**src/rtl/serial_subtractor_pkg.sv**
```systemverilog
// Shared types and helpers for the bit-serial subtractor: FSM state encoding
// and the counter-width function.
package serial_sub_pkg;

    typedef enum logic [1:0] {
        ST_IDLE  = 2'd0,
        ST_SHIFT = 2'd1,
        ST_DONE  = 2'd2
    } state_e;

    // Number of bits needed to hold any value in [0, v-1].
    function automatic int clog2(input int v);
        int r;
        r = 0;
        while ((1 << r) < v) r++;
        return r;
    endfunction

endpackage

```
**src/rtl/serial_subtractor_if.sv**
```systemverilog
// Start/done handshake and operand/result bus of the serial subtractor.
// The overflow signal exists only when SERIAL_SUB_OVERFLOW_EN is defined.
interface serial_subtractor_if #(parameter int WIDTH = 4);

    logic             start;
    logic [WIDTH-1:0] a;
    logic [WIDTH-1:0] b;
    logic             busy;
    logic             done;
    logic [WIDTH-1:0] diff;
    logic             borrow;
`ifdef SERIAL_SUB_OVERFLOW_EN
    logic             overflow;
`endif

    modport master (
        output start, a, b,
        input  busy, done, diff, borrow
`ifdef SERIAL_SUB_OVERFLOW_EN
        , input overflow
`endif
    );

    modport slave (
        input  start, a, b,
        output busy, done, diff, borrow
`ifdef SERIAL_SUB_OVERFLOW_EN
        , output overflow
`endif
    );

endinterface

```
**src/rtl/serial_subtractor_bit_cell.sv**
```systemverilog
// Combinational full-subtractor cell: one bit of a - b with borrow in/out.
module sub_bit_cell (
    input  logic a,
    input  logic b,
    input  logic bin,
    output logic d,
    output logic bout
);

    assign d    = a ^ b ^ bin;
    assign bout = (~a & b) | (~(a ^ b) & bin);

endmodule

```
**src/rtl/serial_subtractor.sv**
```systemverilog
// Bit-serial a - b, LSB first, one full-subtractor cell and a registered borrow.
// Define SERIAL_SUB_OVERFLOW_EN to add the signed overflow output.
module serial_subtractor
    import serial_sub_pkg::*;
#(
    parameter int WIDTH = 4
) (
    input  logic              clk,
    input  logic              rst_n,
    serial_subtractor_if.slave bus
);

    localparam int             CW   = clog2(WIDTH + 1);
    localparam logic [CW-1:0]  LAST = CW'(WIDTH - 1);

    state_e           r_state, w_next;
    logic [WIDTH-1:0] r_a, r_b, r_acc, r_diff;
    logic [CW-1:0]    r_cnt;
    logic             r_br, r_borrow;
    logic             w_d, w_bout, w_load, w_last;
    logic [WIDTH-1:0] w_res;

    sub_bit_cell u_cell (
        .a    (r_a[0]),
        .b    (r_b[0]),
        .bin  (r_br),
        .d    (w_d),
        .bout (w_bout)
    );

    // Operands are accepted from IDLE and also from DONE for back-to-back use.
    assign w_load = (r_state != ST_SHIFT) && bus.start;
    assign w_last = (r_state == ST_SHIFT) && (r_cnt == LAST);
    assign w_res  = {w_d, r_acc[WIDTH-1:1]};

    always_comb begin
        w_next = r_state;
        case (r_state)
            ST_IDLE:  if (bus.start) w_next = ST_SHIFT;
            ST_SHIFT: if (r_cnt == LAST) w_next = ST_DONE;
            ST_DONE:  w_next = bus.start ? ST_SHIFT : ST_IDLE;
            default:  w_next = ST_IDLE;
        endcase
    end

    always_ff @(posedge clk or negedge rst_n) begin
        if (!rst_n) r_state <= ST_IDLE;
        else        r_state <= w_next;
    end

    always_ff @(posedge clk or negedge rst_n) begin
        if (!rst_n) begin
            r_a      <= '0;
            r_b      <= '0;
            r_acc    <= '0;
            r_diff   <= '0;
            r_cnt    <= '0;
            r_br     <= 1'b0;
            r_borrow <= 1'b0;
        end else if (w_load) begin
            r_a   <= bus.a;
            r_b   <= bus.b;
            r_br  <= 1'b0;
            r_cnt <= '0;
        end else if (r_state == ST_SHIFT) begin
            r_a   <= r_a >> 1;
            r_b   <= r_b >> 1;
            r_br  <= w_bout;
            r_acc <= w_res;
            r_cnt <= r_cnt + 1'b1;
            if (w_last) begin
                r_diff   <= w_res;
                r_borrow <= w_bout;
            end
        end
    end

`ifdef SERIAL_SUB_OVERFLOW_EN
    logic r_a_msb, r_b_msb, r_ovf;

    // Operand MSBs are kept separately since the shift registers lose them.
    always_ff @(posedge clk or negedge rst_n) begin
        if (!rst_n) begin
            r_a_msb <= 1'b0;
            r_b_msb <= 1'b0;
            r_ovf   <= 1'b0;
        end else if (w_load) begin
            r_a_msb <= bus.a[WIDTH-1];
            r_b_msb <= bus.b[WIDTH-1];
        end else if (w_last) begin
            r_ovf <= (r_a_msb ^ r_b_msb) & (r_a_msb ^ w_d);
        end
    end

    assign bus.overflow = r_ovf;
`endif

    assign bus.busy   = (r_state == ST_SHIFT);
    assign bus.done   = (r_state == ST_DONE);
    assign bus.diff   = r_diff;
    assign bus.borrow = r_borrow;

endmodule

```
**src/flat_wrapper.sv**
```systemverilog
// flat-port wrapper written by rule: the top's interface ports become plain ports
module serial_subtractor_flat import serial_sub_pkg::*;
#(
    parameter int WIDTH = 4
)
  (clk, rst_n, bus_start, bus_a, bus_b, bus_busy, bus_done, bus_diff, bus_borrow);
  serial_subtractor_if #(.WIDTH(WIDTH)) bus_i ();
  input  logic clk;
  input  logic rst_n;
  input wire logic [$bits(bus_i.start)-1:0] bus_start;
  input wire logic [$bits(bus_i.a)-1:0] bus_a;
  input wire logic [$bits(bus_i.b)-1:0] bus_b;
  output wire logic [$bits(bus_i.busy)-1:0] bus_busy;
  output wire logic [$bits(bus_i.done)-1:0] bus_done;
  output wire logic [$bits(bus_i.diff)-1:0] bus_diff;
  output wire logic [$bits(bus_i.borrow)-1:0] bus_borrow;
  assign bus_i.start = bus_start;
  assign bus_i.a = bus_a;
  assign bus_i.b = bus_b;
  assign bus_busy = bus_i.busy;
  assign bus_done = bus_i.done;
  assign bus_diff = bus_i.diff;
  assign bus_borrow = bus_i.borrow;
  serial_subtractor #(.WIDTH(WIDTH)) u_core (.clk(clk), .rst_n(rst_n), .bus(bus_i));
endmodule
```
**config.mk**
```make
export PLATFORM = sky130hd
export DESIGN_NAME = serial_subtractor_flat
export DESIGN_NICKNAME = d
export VERILOG_FILES = /design/src/rtl/serial_subtractor_pkg.sv /design/src/rtl/serial_subtractor_if.sv /design/src/rtl/serial_subtractor_bit_cell.sv /design/src/rtl/serial_subtractor.sv /design/src/flat_wrapper.sv
export SDC_FILE = /design/constraint.sdc
export NUM_CORES = 1
export LEC_CHECK = 0
export CORE_ASPECT_RATIO = 0.75
export CORE_UTILIZATION = 50
export DETAILED_ROUTE_END_ITERATION = 10
export PLACE_DENSITY_LB_ADDON = 0.25
export SYNTH_ARGS = -nofsm -noshare
export SYNTH_HDL_FRONTEND = slang
export SYNTH_SLANG_ARGS = --single-unit
```
**constraint.sdc**
```tcl
create_clock -name clk -period 2.03 [get_ports clk]
set_input_delay 0.406 -clock clk [delete_from_list [all_inputs] [get_ports clk]]
set_output_delay 0.406 -clock clk [all_outputs]
set_load 0.005 [all_outputs]
```
* Word-level counts from Yosys, hierarchy flattened
Cells that the tools add are included.
** Word-level totals
- Input bits :: 11
- Output and inout bits :: 7
- Bits in registers :: 23
- Logic and storage cells :: 42
** Operators by class
- Bitwise logic cells :: 8
- Eq/ne operators :: 6
- Muxes and demuxes :: 12
- Add/subtract/negate cells :: 1
- Reduce and logical (&&, ||, !) cells :: 7
** Operators by type and width (count)
- 4-bit 2-to-1 mux :: 4
- 3-bit 2-to-1 mux :: 2
- 2-bit case mux with 3 select lines :: 1
- 2-bit 2-to-1 mux :: 2
- 2-bit by 1-bit != test with 1-bit output, second input constant :: 2
- 2-bit AND reduction :: 2
- 3-bit by 1-bit adder with 3-bit output, second input constant :: 1
- 3-bit by 2-bit equality test with 1-bit output, second input constant :: 1
- 1-bit 2-to-1 mux :: 3
- 1-bit NOT :: 3
- 3-bit AND reduction :: 1
- 1-bit AND :: 2
- 2-bit by 1-bit equality test with 1-bit output, second input constant :: 1
- 2-bit equality test, second input constant :: 1
- 1-bit logical AND :: 2
- 2-bit logical NOT :: 1
- 2-bit != test, second input constant :: 1
- 2-bit nonzero test :: 1
- 1-bit bitwise XOR :: 2
- 1-bit bitwise OR :: 1

* Depth between registers and ports, before layout
- Word-level depth :: 6
- Gate-level depth with buffers :: 4
- Gate-level depth less buffers :: 4

* Cells and area by module
A second synthesis with hierarchy kept.
** Second synthesis, totals
- Cell total of the unflattened synthesis :: 70
- Area total of the unflattened synthesis :: 1009.7 µm²
** Modules (own cells, without submodules)
- serial_subtractor :: area an instance 978.4 µm², cells each 66, times used 1, seq. area each 550.5 µm²
- sub_bit_cell :: area an instance 31.3 µm², cells each 4, times used 1, seq. area each 0.0 µm²

* Worst setup path before layout
No wires, ideal clock.
- Path type :: reg-to-reg
- From :: register u_core.r_cnt[0]
- To :: register u_core.r_diff[0], in the netlist u_core.bus.diff[0]
- Path buffers :: 0
- Cell stages (with the launch flop) :: 5
- Clock period less this slack :: 1438 ps
- Required time :: 1905 ps
- Arrival time :: 1313 ps
- Slack :: 592 ps
- Setup time :: 125 ps
- Cells stage by stage :: dfrtp_1 -> ha_1 -> ha_1 -> nand3b_1 -> mux2_2
** On the way
- Cells in the longest elaborated chain, start to end :: 3
** Ends and longest elaborated chain
- from (decl) :: line serial_subtractor.sv:18 : logic [CW-1:0] r_cnt;
- from (signal assigned) :: line serial_subtractor.sv:70 : r_cnt <= r_cnt + 1'b1;
- 3-bit by 2-bit equality test with 1-bit output :: line serial_subtractor.sv:33 : assign w_last = (r_state == ST_SHIFT) && (r_cnt == LAST);
- 1-bit logical AND :: line serial_subtractor.sv:33
- 3-bit AND reduction (no line)
- to (signal assigned) :: line serial_subtractor.sv:72 : r_diff <= w_res;
- to (decl) :: line serial_subtractor.sv:17 : logic [WIDTH-1:0] r_a, r_b, r_acc, r_diff;
No other way between the ends.
A chain may end at the register's enable or synchronous reset.

* Worst setup path after layout
- From :: register u_core.r_state[1]
- To :: output bus_busy
** On the way
- Cells in the longest elaborated chain, start to end :: 1
** Ends and longest elaborated chain
- from (decl) :: line serial_subtractor.sv:16 : state_e r_state, w_next;
- from (signal assigned) :: line serial_subtractor.sv:48 : else r_state <= w_next;
- 2-bit by 1-bit equality test with 1-bit output :: line serial_subtractor.sv:98 : assign bus.busy = (r_state == ST_SHIFT);
- to (decl) :: line flat_wrapper.sv:13 : output wire logic [$bits(bus_i.busy)-1:0] bus_busy;
No other way between the ends.

==> run summary <==
The run gives 0 as the post-cts repair resize count. The total CTS buffers was 3; the part of the Yosys area used for sequential elements was 54.05%. The later pin in the worst-skew pair is clocked with a latency of 0.30 ns. Yosys mapped a number of flops with a built-in enable equal to 0. Routability-driven placement finished with a final weighted congestion of 0.6571. Of the available clock period, the critical path in the final layout requires 93.84%.

Hold-fix buffer count after cts: 0. The tools report the fraction of met3 tracks used by global routing as 7.037%. Prior to clock tree synthesis, the placed netlist has a worst setup slack of 0.1845 ns. The number of antenna violations at the first check in global routing is 0, and the total count of max-transition violations in the final report is 0.

The post-synthesis cell type count came out at 16. In the final routed layout, each cell accounts on average for 14.54 um. Per report_power, the combinational group accounts for 43.4% of the total.

Setup repair after global routing left no endpoint under its margin. For the worst setup path, the data arrival time is 1.50 ns. The net count of the mapped netlist is 84.

The flow ran to the end, and the final reports show no timing, DRC or antenna violations. Share of power burned in registers: 43.1%. The chip height was 41.09 um; the top-area cell type share of the netlist area was 54.05%. The longest clock path from root to sink contains 2 buffers. The first detailed-routing pass ran for 2 iterations. Count of vias placed by the detailed router: 569.

The number of antenna diodes in the final layout is 0. The worst hold path belongs to the class input port to asynchronous set/reset pin. For the remaining design rule violation count, the log shows 0. Synthesis produced a netlist whose cell count is 70.

TritonCTS built the clock tree. Met2 routing resource usage after global routing: 34.57%. Counting flops with an async set or reset pin after synthesis yields a share of 100.0%. The maximum number of pins on one net before global-route repair was 23.

STA classifies the critical path startpoint as a register. The endpoint of the lowest-slack register-to-register path was u_core.bus.diff[1]. The run gives 0.46 ns as the worst setup slack for register-to-register paths. Clock-pin slew was measured on the worst setup and hold paths at 0.12 ns. After synthesis the cells add up to 0.001018 mm2. Across the VDD grid, the largest voltage drop is 0.7724 mV. The number of hold violations in the final report was 0.

Summed over all nets, the switching power comes to 0.5391 mW. In this run the mean area of a mapped cell was 14.55 um2. The floorplan core area is 0.001822 mm2. The area added between synthesis and finish was 23.71%; the total of buffers placed on input and output ports was 17.

Length in cells of the worst reg-to-reg path: 4. Sorting the synthesized cells by area gives the leading types as sky130_fd_sc_hd__dfrtp_1 54%, sky130_fd_sc_hd__mux2_2 12%, sky130_fd_sc_hd__mux2_4 8.8%, sky130_fd_sc_hd__mux2i_1 5.9%, sky130_fd_sc_hd__mux2_1 3.3%. The number of H-tree levels is 1. Starting density of the core: 55.91%. Global routing used 23.67% of the available met1 tracks. The post-route worst setup slack is 0.1251 ns, and the count of warnings emitted by yosys is 0. The run gives 632 as the via count of the first global-routing pass.

Across the routed clock network, the largest skew measured is 0.002810 ns. For the die footprint, the log shows 0.002223 mm2. The class of the most critical setup path is register to output pin. For the worst setup path, the data required time is 1.62 ns. The clock network burns 13.6% of the power. For this block, the initial DRC count from the detailed router was 4.

For the pin with the worst max-slew slack, the measured transition is 0.3087 ns. Cells with a size suffix above 1 make up 31.18% of the layout. The tools report the total of endpoints with negative setup slack in the final report as 0. Busiest metal layer after global routing: met2.

Net switching is 30.60% of the power. The run gives 19.88% as the global routing usage summed across all routing layers. In this run the worst path has a maximum fanout of 5. The first global-routing pass estimated 2891 um of wire. STA classifies the critical path endpoint as an output pin. The worst register-to-register path begins at u_core.r_cnt[0].

The clock net in this run drives a total of 22 sinks. For this run, the top clock speed supported by timing is 0.5250 GHz. In the routed layout, each cell is associated on average with a via count of 4.948. Once detail routing completed, the nets flagged for antenna violations numbered 0. In this run the post-CTS setup repair buffer count came out at 0.

After synthesis, the most frequently instantiated cells are 22 x sky130_fd_sc_hd__dfrtp_1, 11 x sky130_fd_sc_hd__mux2_2, 6 x sky130_fd_sc_hd__inv_1, 6 x sky130_fd_sc_hd__mux2_4, 6 x sky130_fd_sc_hd__mux2i_1. The total leakage power is 0.5978 nW, and the post-synthesis register bit count is 22. The power per standard cell area was 1398 mW/mm2; the remaining max-slew budget at the tightest pin was 79.36%.

In the post-synthesis netlist, the cell with the most instances is sky130_fd_sc_hd__dfrtp_1. The largest total area in the synthesized netlist belongs to sky130_fd_sc_hd__dfrtp_1. The tools report the number of rows created at floorplan as 13. Among all flip-flop cells after synthesis, the most frequent one is sky130_fd_sc_hd__dfrtp_1. Once detailed placement completed, the half-perimeter wirelength came to 1239 um. Count of boundary I/O pins: 18.

The tools report the library cell used as clock root buffer as sky130_fd_sc_hd__clkbuf_4. The tools report the share of the core filled with cells in the final layout as 69.16%. The total of max-cap violations was 0. After layout, the minimum clock period comes to 1.905 ns. Wires add up to 1672 um. In the final timing run, aggregate negative setup slack is 0 ns. Global routing finished with a remaining overflow of 0. The width of the chip works out to 54.12 um.

The logs give 1.222 mW for the internal power and 108 for the net total in the final layout.
==> area by class of cell <==
| class | count | area, um2 |
|---|---|---|
| inverter | 7 | 26.28 |
| tap | 22 | 27.53 |
| clock buffer | 4 | 36.28 |
| timing repair buffer | 21 | 200.2 |
| multi-input combinational | 39 | 419.2 |
| sequential | 22 | 550.5 |
| fill | 139 | 561.8 |
==> worst max-delay path: stages, from the launching register on <==
cell and delay, ns:
sky130_fd_sc_hd__dfrtp_1 0.40, sky130_fd_sc_hd__nand2b_1 0.17, sky130_fd_sc_hd__inv_2 0.11, sky130_fd_sc_hd__clkdlybuf4s50_1 0.51
==> placed cells by master (no fill, tap or decap) <==
cell,instances
sky130_fd_sc_hd__nor2_1,2
sky130_fd_sc_hd__o22ai_1,1
sky130_fd_sc_hd__dfrtp_1,22
sky130_fd_sc_hd__clkbuf_4,3
sky130_fd_sc_hd__clkbuf_8,1
sky130_fd_sc_hd__nand2b_1,1
sky130_fd_sc_hd__mux2_4,6
sky130_fd_sc_hd__nand2b_2,3
sky130_fd_sc_hd__mux2_1,3
sky130_fd_sc_hd__buf_4,4
sky130_fd_sc_hd__mux2i_1,6
sky130_fd_sc_hd__nor2b_1,2
sky130_fd_sc_hd__clkdlybuf4s50_1,17
sky130_fd_sc_hd__fa_1,1
sky130_fd_sc_hd__mux2_2,11
sky130_fd_sc_hd__ha_1,2
sky130_fd_sc_hd__nand3b_1,1
sky130_fd_sc_hd__inv_1,6
sky130_fd_sc_hd__inv_2,1
==> cells by family (layout without fill, tap and decap cells) <==
family | after synthesis | in the layout | share of synthesized area, %
muxes | 26 | 26 | 30.22
DFF | 22 | 22 | 54.05
and+or+nand+nor | 9 | 9 | 5.898
buffers and inverters | 9 | 32 | 4.790
adders and majority gates | 3 | 3 | 4.422
AOI/OAI and AO/OA | 1 | 1 | 0.6146
==> worst max-delay path by stage <==
stage	start	to	depth (start not counted)
3_5_place_dp	bus_start	u_core.r_a[2]	4
6_report	u_core.r_state[1]	bus_busy	3
2_1_floorplan	u_core.r_cnt[0]	u_core.bus.diff[0]	4
5_1_grt	u_core.r_state[1]	bus_busy	3
3_3_place_gp	bus_start	u_core.r_a[2]	4
4_1_cts	u_core.r_state[1]	bus_busy	3
==> layer usage <==
metal	part of all wire [%]	vias to the layer above	routed length (um)
met5	0	-	0
met2	47	11	787
met3	3.9	2	66
met4	0.72	0	12
li1	-	278	-
met1	48	278	805
==> state kept, by name, indices dropped and copies added, names as in the netlist <==
name / count
u_core.bus.diff: 4
u_core.r_br: 1
u_core.r_acc: 3
u_core.bus.borrow: 1
u_core.r_state: 2
u_core.r_b: 4
u_core.r_cnt: 3
u_core.r_a: 4
==> power groups by stage <==
stage                     logic [mW]  registers [mW]  clock network, mW
final                          0.764           0.759              0.239
after global routing           0.851           0.785              0.262
after CTS                      0.782           0.760              0.252
after detailed placement       0.777           0.769                  0
after global placement         0.740           0.762                  0
after floorplan                0.519           0.742                  0
==> stage by stage <==
stage	std cells	instance area, um2	hold WS [ns]	power [mW]
6_report	115	1260	0.4332	1.761
5_1_grt	115	1260	0.4541	1.899
4_1_cts	115	1260	0.4274	1.793
3_5_place_dp	111	1224	0.4933	1.545
3_3_place_gp	111	1224	0.4827	1.501
2_1_floorplan	70	1018	0.1104	1.262
No activity file was read; power rests on OpenSTA's default activity.
